**src/rtl/t04_fetch_pkg.sv**
```systemverilog
// Shared types and constants for the instruction fetch unit.
package t04_fetch_pkg;

    typedef enum logic [1:0] {
        IDLE = 2'd0,
        WAIT = 2'd1,
        DONE = 2'd2,
        ERR  = 2'd3
    } fetch_state_t;

    // addi x0,x0,0 : harmless instruction presented after reset or a dropped fetch
    localparam logic [31:0] NOP_INSTR_DEFAULT = 32'h0000_0013;

endpackage

```
**src/rtl/t04_fetch_watchdog.sv**
```systemverilog
// Bus wait-state watchdog: counts enabled cycles since the last clear and
// flags expiry on the enabled cycle that brings the count to TIMEOUT.
module t04_fetch_watchdog #(
    parameter int TIMEOUT = 255
) (
    input  logic clk,
    input  logic nRst,
    input  logic clear,
    input  logic enable,
    output logic expired
);

    localparam int CW = (TIMEOUT < 1) ? 1 : $clog2(TIMEOUT + 1);
    localparam logic [CW-1:0] LIMIT = CW'(TIMEOUT);
    localparam logic [CW-1:0] LAST  = CW'(TIMEOUT - 1);

    logic [CW-1:0] count_reg;

    // Saturating wait-cycle counter; never wraps back to zero on its own
    always_ff @(posedge clk or negedge nRst) begin
        if (!nRst) begin
            count_reg <= '0;
        end else if (clear) begin
            count_reg <= '0;
        end else if (enable && (count_reg != LIMIT)) begin
            count_reg <= count_reg + 1'b1;
        end
    end

    // Expire on the cycle whose increment would reach TIMEOUT
    assign expired = enable && (count_reg >= LAST);

endmodule

```
**src/rtl/t04_instruction_fetch.sv**
```systemverilog
// Instruction fetch unit: turns the PC value into an instruction-memory read,
// captures the returned word and pulses pcEnable so the PC can advance.
module t04_instruction_fetch
    import t04_fetch_pkg::*;
#(
    parameter int                ADDR_W    = 32,
    parameter int                DATA_W    = 32,
    parameter int                TIMEOUT   = 255,
    parameter logic [DATA_W-1:0] NOP_INSTR = DATA_W'(NOP_INSTR_DEFAULT)
) (
    input  logic              clk,
    input  logic              nRst,
    input  logic [ADDR_W-1:0] instructionAddress,
    input  logic              stall,
    input  logic              flush,
    output logic              busRead,
    output logic [ADDR_W-1:0] busAddr,
    input  logic              busAck,
    input  logic [DATA_W-1:0] busRdata,
    output logic [DATA_W-1:0] instruction,
    output logic              instrValid,
    output logic              pcEnable,
    output logic              fetchErr
);

    fetch_state_t      state_reg, state_next;
    logic              bus_read_reg, bus_read_next;
    logic [ADDR_W-1:0] bus_addr_reg, bus_addr_next;
    logic [DATA_W-1:0] instruction_reg, instruction_next;
    logic              fetch_err_reg, fetch_err_next;
    logic              discard_reg, discard_next;
    logic              timer_clear, timer_enable, timer_expired;

    t04_fetch_watchdog #(
        .TIMEOUT (TIMEOUT)
    ) u_watchdog (
        .clk     (clk),
        .nRst    (nRst),
        .clear   (timer_clear),
        .enable  (timer_enable),
        .expired (timer_expired)
    );

    // State and registered outputs
    always_ff @(posedge clk or negedge nRst) begin
        if (!nRst) begin
            state_reg       <= IDLE;
            bus_read_reg    <= 1'b0;
            bus_addr_reg    <= '0;
            instruction_reg <= NOP_INSTR;
            fetch_err_reg   <= 1'b0;
            discard_reg     <= 1'b0;
        end else begin
            state_reg       <= state_next;
            bus_read_reg    <= bus_read_next;
            bus_addr_reg    <= bus_addr_next;
            instruction_reg <= instruction_next;
            fetch_err_reg   <= fetch_err_next;
            discard_reg     <= discard_next;
        end
    end

    // Next-state logic plus the combinational DONE-state handshake outputs
    always_comb begin
        state_next       = state_reg;
        bus_read_next    = bus_read_reg;
        bus_addr_next    = bus_addr_reg;
        instruction_next = instruction_reg;
        fetch_err_next   = fetch_err_reg;
        discard_next     = discard_reg;
        timer_clear      = 1'b0;
        timer_enable     = 1'b0;
        instrValid       = 1'b0;
        pcEnable         = 1'b0;

        case (state_reg)
            IDLE: begin
                if (!stall) begin
                    if (instructionAddress[1:0] == 2'b00) begin
                        bus_addr_next = instructionAddress;
                        bus_read_next = 1'b1;
                        timer_clear   = 1'b1;
                        state_next    = WAIT;
                    end else begin
                        // Misaligned PC: never touch the bus
                        fetch_err_next = 1'b1;
                        state_next     = ERR;
                    end
                end
            end
            WAIT: begin
                if (busAck) begin
                    bus_read_next = 1'b0;
                    if (discard_reg || flush) begin
                        // Fetch belonged to the wrong path: drop it silently
                        instruction_next = NOP_INSTR;
                        discard_next     = 1'b0;
                        state_next       = IDLE;
                    end else begin
                        instruction_next = busRdata;
                        state_next       = DONE;
                    end
                end else begin
                    timer_enable = 1'b1;
                    // The bus cycle cannot be aborted, so remember to drop it later
                    if (flush) begin
                        discard_next = 1'b1;
                    end
                    if (timer_expired) begin
                        fetch_err_next = 1'b1;
                        bus_read_next  = 1'b0;
                        state_next     = ERR;
                    end
                end
            end
            DONE: begin
                instrValid = !flush;
                pcEnable   = !stall && !flush;
                if (flush || !stall) begin
                    state_next = IDLE;
                end
            end
            ERR: begin
                // Terminal until reset
            end
            default: begin
                state_next = IDLE;
            end
        endcase
    end

    assign busRead     = bus_read_reg;
    assign busAddr     = bus_addr_reg;
    assign instruction = instruction_reg;
    assign fetchErr    = fetch_err_reg;

endmodule

```
**config.mk**
```make
export PLATFORM = sky130hd
export DESIGN_NAME = t04_instruction_fetch
export DESIGN_NICKNAME = d
export VERILOG_FILES = /design/src/rtl/t04_fetch_pkg.sv /design/src/rtl/t04_fetch_watchdog.sv /design/src/rtl/t04_instruction_fetch.sv
export SDC_FILE = /design/constraint.sdc
export NUM_CORES = 1
export LEC_CHECK = 0
export CORE_MARGIN = 2
export CORE_UTILIZATION = 28
export CTS_BUF_LIST = sky130_fd_sc_hd__clkbuf_4 sky130_fd_sc_hd__clkbuf_8
export CTS_CLUSTER_DIAMETER = 60
export CTS_CLUSTER_SIZE = 14
export DETAILED_ROUTE_END_ITERATION = 10
export PLACE_DENSITY = 0.6
export SYNTH_ARGS = -nofsm -noshare
export SYNTH_HDL_FRONTEND = slang
export SYNTH_HIERARCHICAL = 1
export SYNTH_SLANG_ARGS = --single-unit
export TNS_END_PERCENT = 100
```
**constraint.sdc**
```tcl
create_clock -name clk -period 3.5 [get_ports clk]
set_clock_uncertainty 0.1 [all_clocks]
set_input_delay 1.05 -clock clk [delete_from_list [all_inputs] [get_ports clk]]
set_output_delay 1.05 -clock clk [all_outputs]
set_load 0.01 [all_outputs]
```
==> flow_summary.toml <==
[run_status]
status = "completed"

[critical_path]
cp_slowest_cell = "clkdlybuf4s50_1"
rr_startpoint = "state_reg[1]"
required_ns = 2.35
slowest_delay_ns = 0.53
crit_buf_inv = 3
worstRegToRegCells = 9
startpoint_type = "input pin"
crit_fanout = 2
crit_top_cell = "clkdlybuf4s50_1"
cp_cell_sequence = "clkdlybuf4s50_1, nor2b_2, buf_4, clkdlybuf4s50_1"
crit_path_end_kind = "output port"
r2r-end = "state_reg[0]"
worstSetupPathType = "in -> out"
startpoint = "flush"
worstPathArrival_ns = 2.28
critical-path-top-delay-family = "buffers and inverters"
r2r_slack_ns = 1.10

[worst_hold_path]
whs_path_depth = 1
hold_path.class = "reg -> reg"
hp-start = "fetchErr"
min_to = "fetchErr"

[floorplanning]
start_util_pct = 28.5
die-area_um2 = 12400
io-pin-count = 137
fp-row-count = 39
design.core.area_um2 = 11300
die_height_um = 111
dieWidth_um = 111

[timing]
worst_pin_slew_ns = 1.12
slew_headroom_pct = 25.3
fin_crit_ns = 3.43
setup_ws_ns = 0.0749
rsz0062_at_grt = "false"
setup_viol = 0
fmax_mhz = 292
hold_ws_ns = 0.361
finalCritPeriodShare_pct = 97.9
final_max_slew_viol_count = 0
timing.final.hold_violations = 0
setup_tns_ns = 0

[placed_design]
place_area_um2 = 4760
dp_worst_setup_slack_ns = 0.0509
routabilityCongestion = 0.801
place_hpwl_um = 5690
portBuffers = 136

[routing]
ant_nets = 0
wl_per_cell_um = 15.2
viasPerCell = 4.61
routed_wl_um = 7950
first_pass_iters = 4
vias = 2414
drc = 0
drt_iter0_markers = 115

[cts]
cts_buffers = 9
clkLatencyLatePin_ns = 0.35
ctsHoldBuffers = 0
clockRootBuffer = "clkbuf_8"
cts_setup_buffers = 0
clkTransAtPathRegs_ns = 0.08
cts.sinks = 77
cts_tree = "yes"
max-clock-path-buffers = 2
cts-htree-levels = 3

[power]
p_int_mw = 2.65
p_leak_nw = 2.11
p_clk_share_pct = 15.8
cellPowerDensity_nw_per_um2 = 796
totalPowerFinal_mw = 3.94
p_sw_share_pct = 32.7
pwr-share-seq_pct = 39.4
p_sw_mw = 1.29
ir_drop_mv = 0.308
p_comb_share_pct = 44.8

[run]
cap_violations = 0

[yosys]
ys_seq_area_share_pct = 59.8
syn_inst = 232
yosys_warnings = 6
synthFlopType = "dfrtp_1"
ys_seq_elements = 77
netlist_area_um2 = 3230
synth-edff-count = 0
ys_async_sr_fraction_pct = 100
synth_nets = 309
ys_types = 47
synth_area_per_cell_um2 = 13.9

[grt]
gr-usage-all-layers_pct = 13.1
grt-ovfl-total = 0
grt_pass1_wl_um = 13000
antenna_found_initial = 2
grt_pass1_vias = 2583
grt_max_degree = 78

[finish]
nNetsFinal = 452
syn_to_final_growth_pct = 53.4
final_area_um2 = 4950
layout-drive-gt1-share_pct = 16.1
final_common_cell = "clkdlybuf4s50_1"
mostFrequentLayoutCells = "clkdlybuf4s50_1 (134), dfrtp_1 (74), a22o_1 (29), mux2_2 (25)"
[worst max path at each step]
stage / endpoint / slack, ns / cells past startpoint
detailed placement: instrValid / 0.05 / 4
floorplan: pcEnable / 0.71 / 2
CTS: pcEnable / 0.03 / 4
global route: instrValid / 0.02 / 4
global placement: pcEnable / 0.05 / 4
finish: instrValid / 0.07 / 4
[layer usage]
| metal | wire length (um) | track usage, % |
|---|---|---|
| met2 | 3900 | 21.1 |
| met1 | 3460 | 16.4 |
| met4 | 78 | 4.03 |
| met5 | 0 | 0 |
| met3 | 510 | 4.84 |
[Yosys cell counts (3+ instances only)]
cell type / count / area, um2
a21oi_1: 5 / 25.0
a22o_1: 29 / 254
buf_2: 4 / 20.0
buf_6: 3 / 33.8
dfrtp_1: 74 / 1850
dfstp_2: 3 / 78.8
ha_1: 8 / 100
inv_1: 7 / 26.3
mux2_1: 9 / 101
mux2_2: 25 / 282
nand2_1: 4 / 15.0
nand3_1: 4 / 20.0
nor2_1: 5 / 18.8
nor2b_1: 5 / 31.3
nor3_1: 3 / 15.0
o21ai_0: 7 / 35.0
o22a_1: 3 / 26.3
[cell type report]
cell class / count / area [um2]
Timing Repair Buffer: 143 / 1430
Clock inverter: 7 / 57.6
Sequential cell: 77 / 1930
Clock buffer: 9 / 124
Multi-Input combinational cell: 137 / 1210
Tap cell: 143 / 179
Antenna cell: 1 / 2.50
Inverter: 7 / 26.3
Fill cell: 1096 / 6370
[cells by family (layout without fill, tap and decap cells)]
kind of cell / count (synthesis) / in the layout / share of synthesized area [%]
compound gates: 57 / 57 / 14.3
fa+ha+maj: 8 / 8 / 3.10
buf+inv: 18 / 166 / 3.06
flops: 77 / 77 / 59.8
mux: 35 / 35 / 12.2
other cells: 0 / 1 / 0
simple gates: 37 / 37 / 7.56
[power groups by stage]
stage	Sequential, mW	Combinational [mW]	Clock [mW]
2_1_floorplan	1.72	0.627	0
3_3_place_gp	1.55	1.77	0
3_5_place_dp	1.57	1.79	0
4_1_cts	1.56	1.79	0.651
5_1_grt	1.61	1.89	0.692
6_report	1.55	1.77	0.622
[timing repair]
item | 4_1_cts | 5_1_grt
setup endpoints to repair | 0 | 2
resized for setup | 0 | 2
endpoints found under the hold margin | 0 | 0
[stage by stage]
step	util, %	std cells
3_3_place_gp	42.1	507
4_1_cts	43.7	523
6_report	43.8	524
2_1_floorplan	-	232
5_1_grt	43.7	523
3_5_place_dp	42.1	507
(Power assumes the default switching activity.)
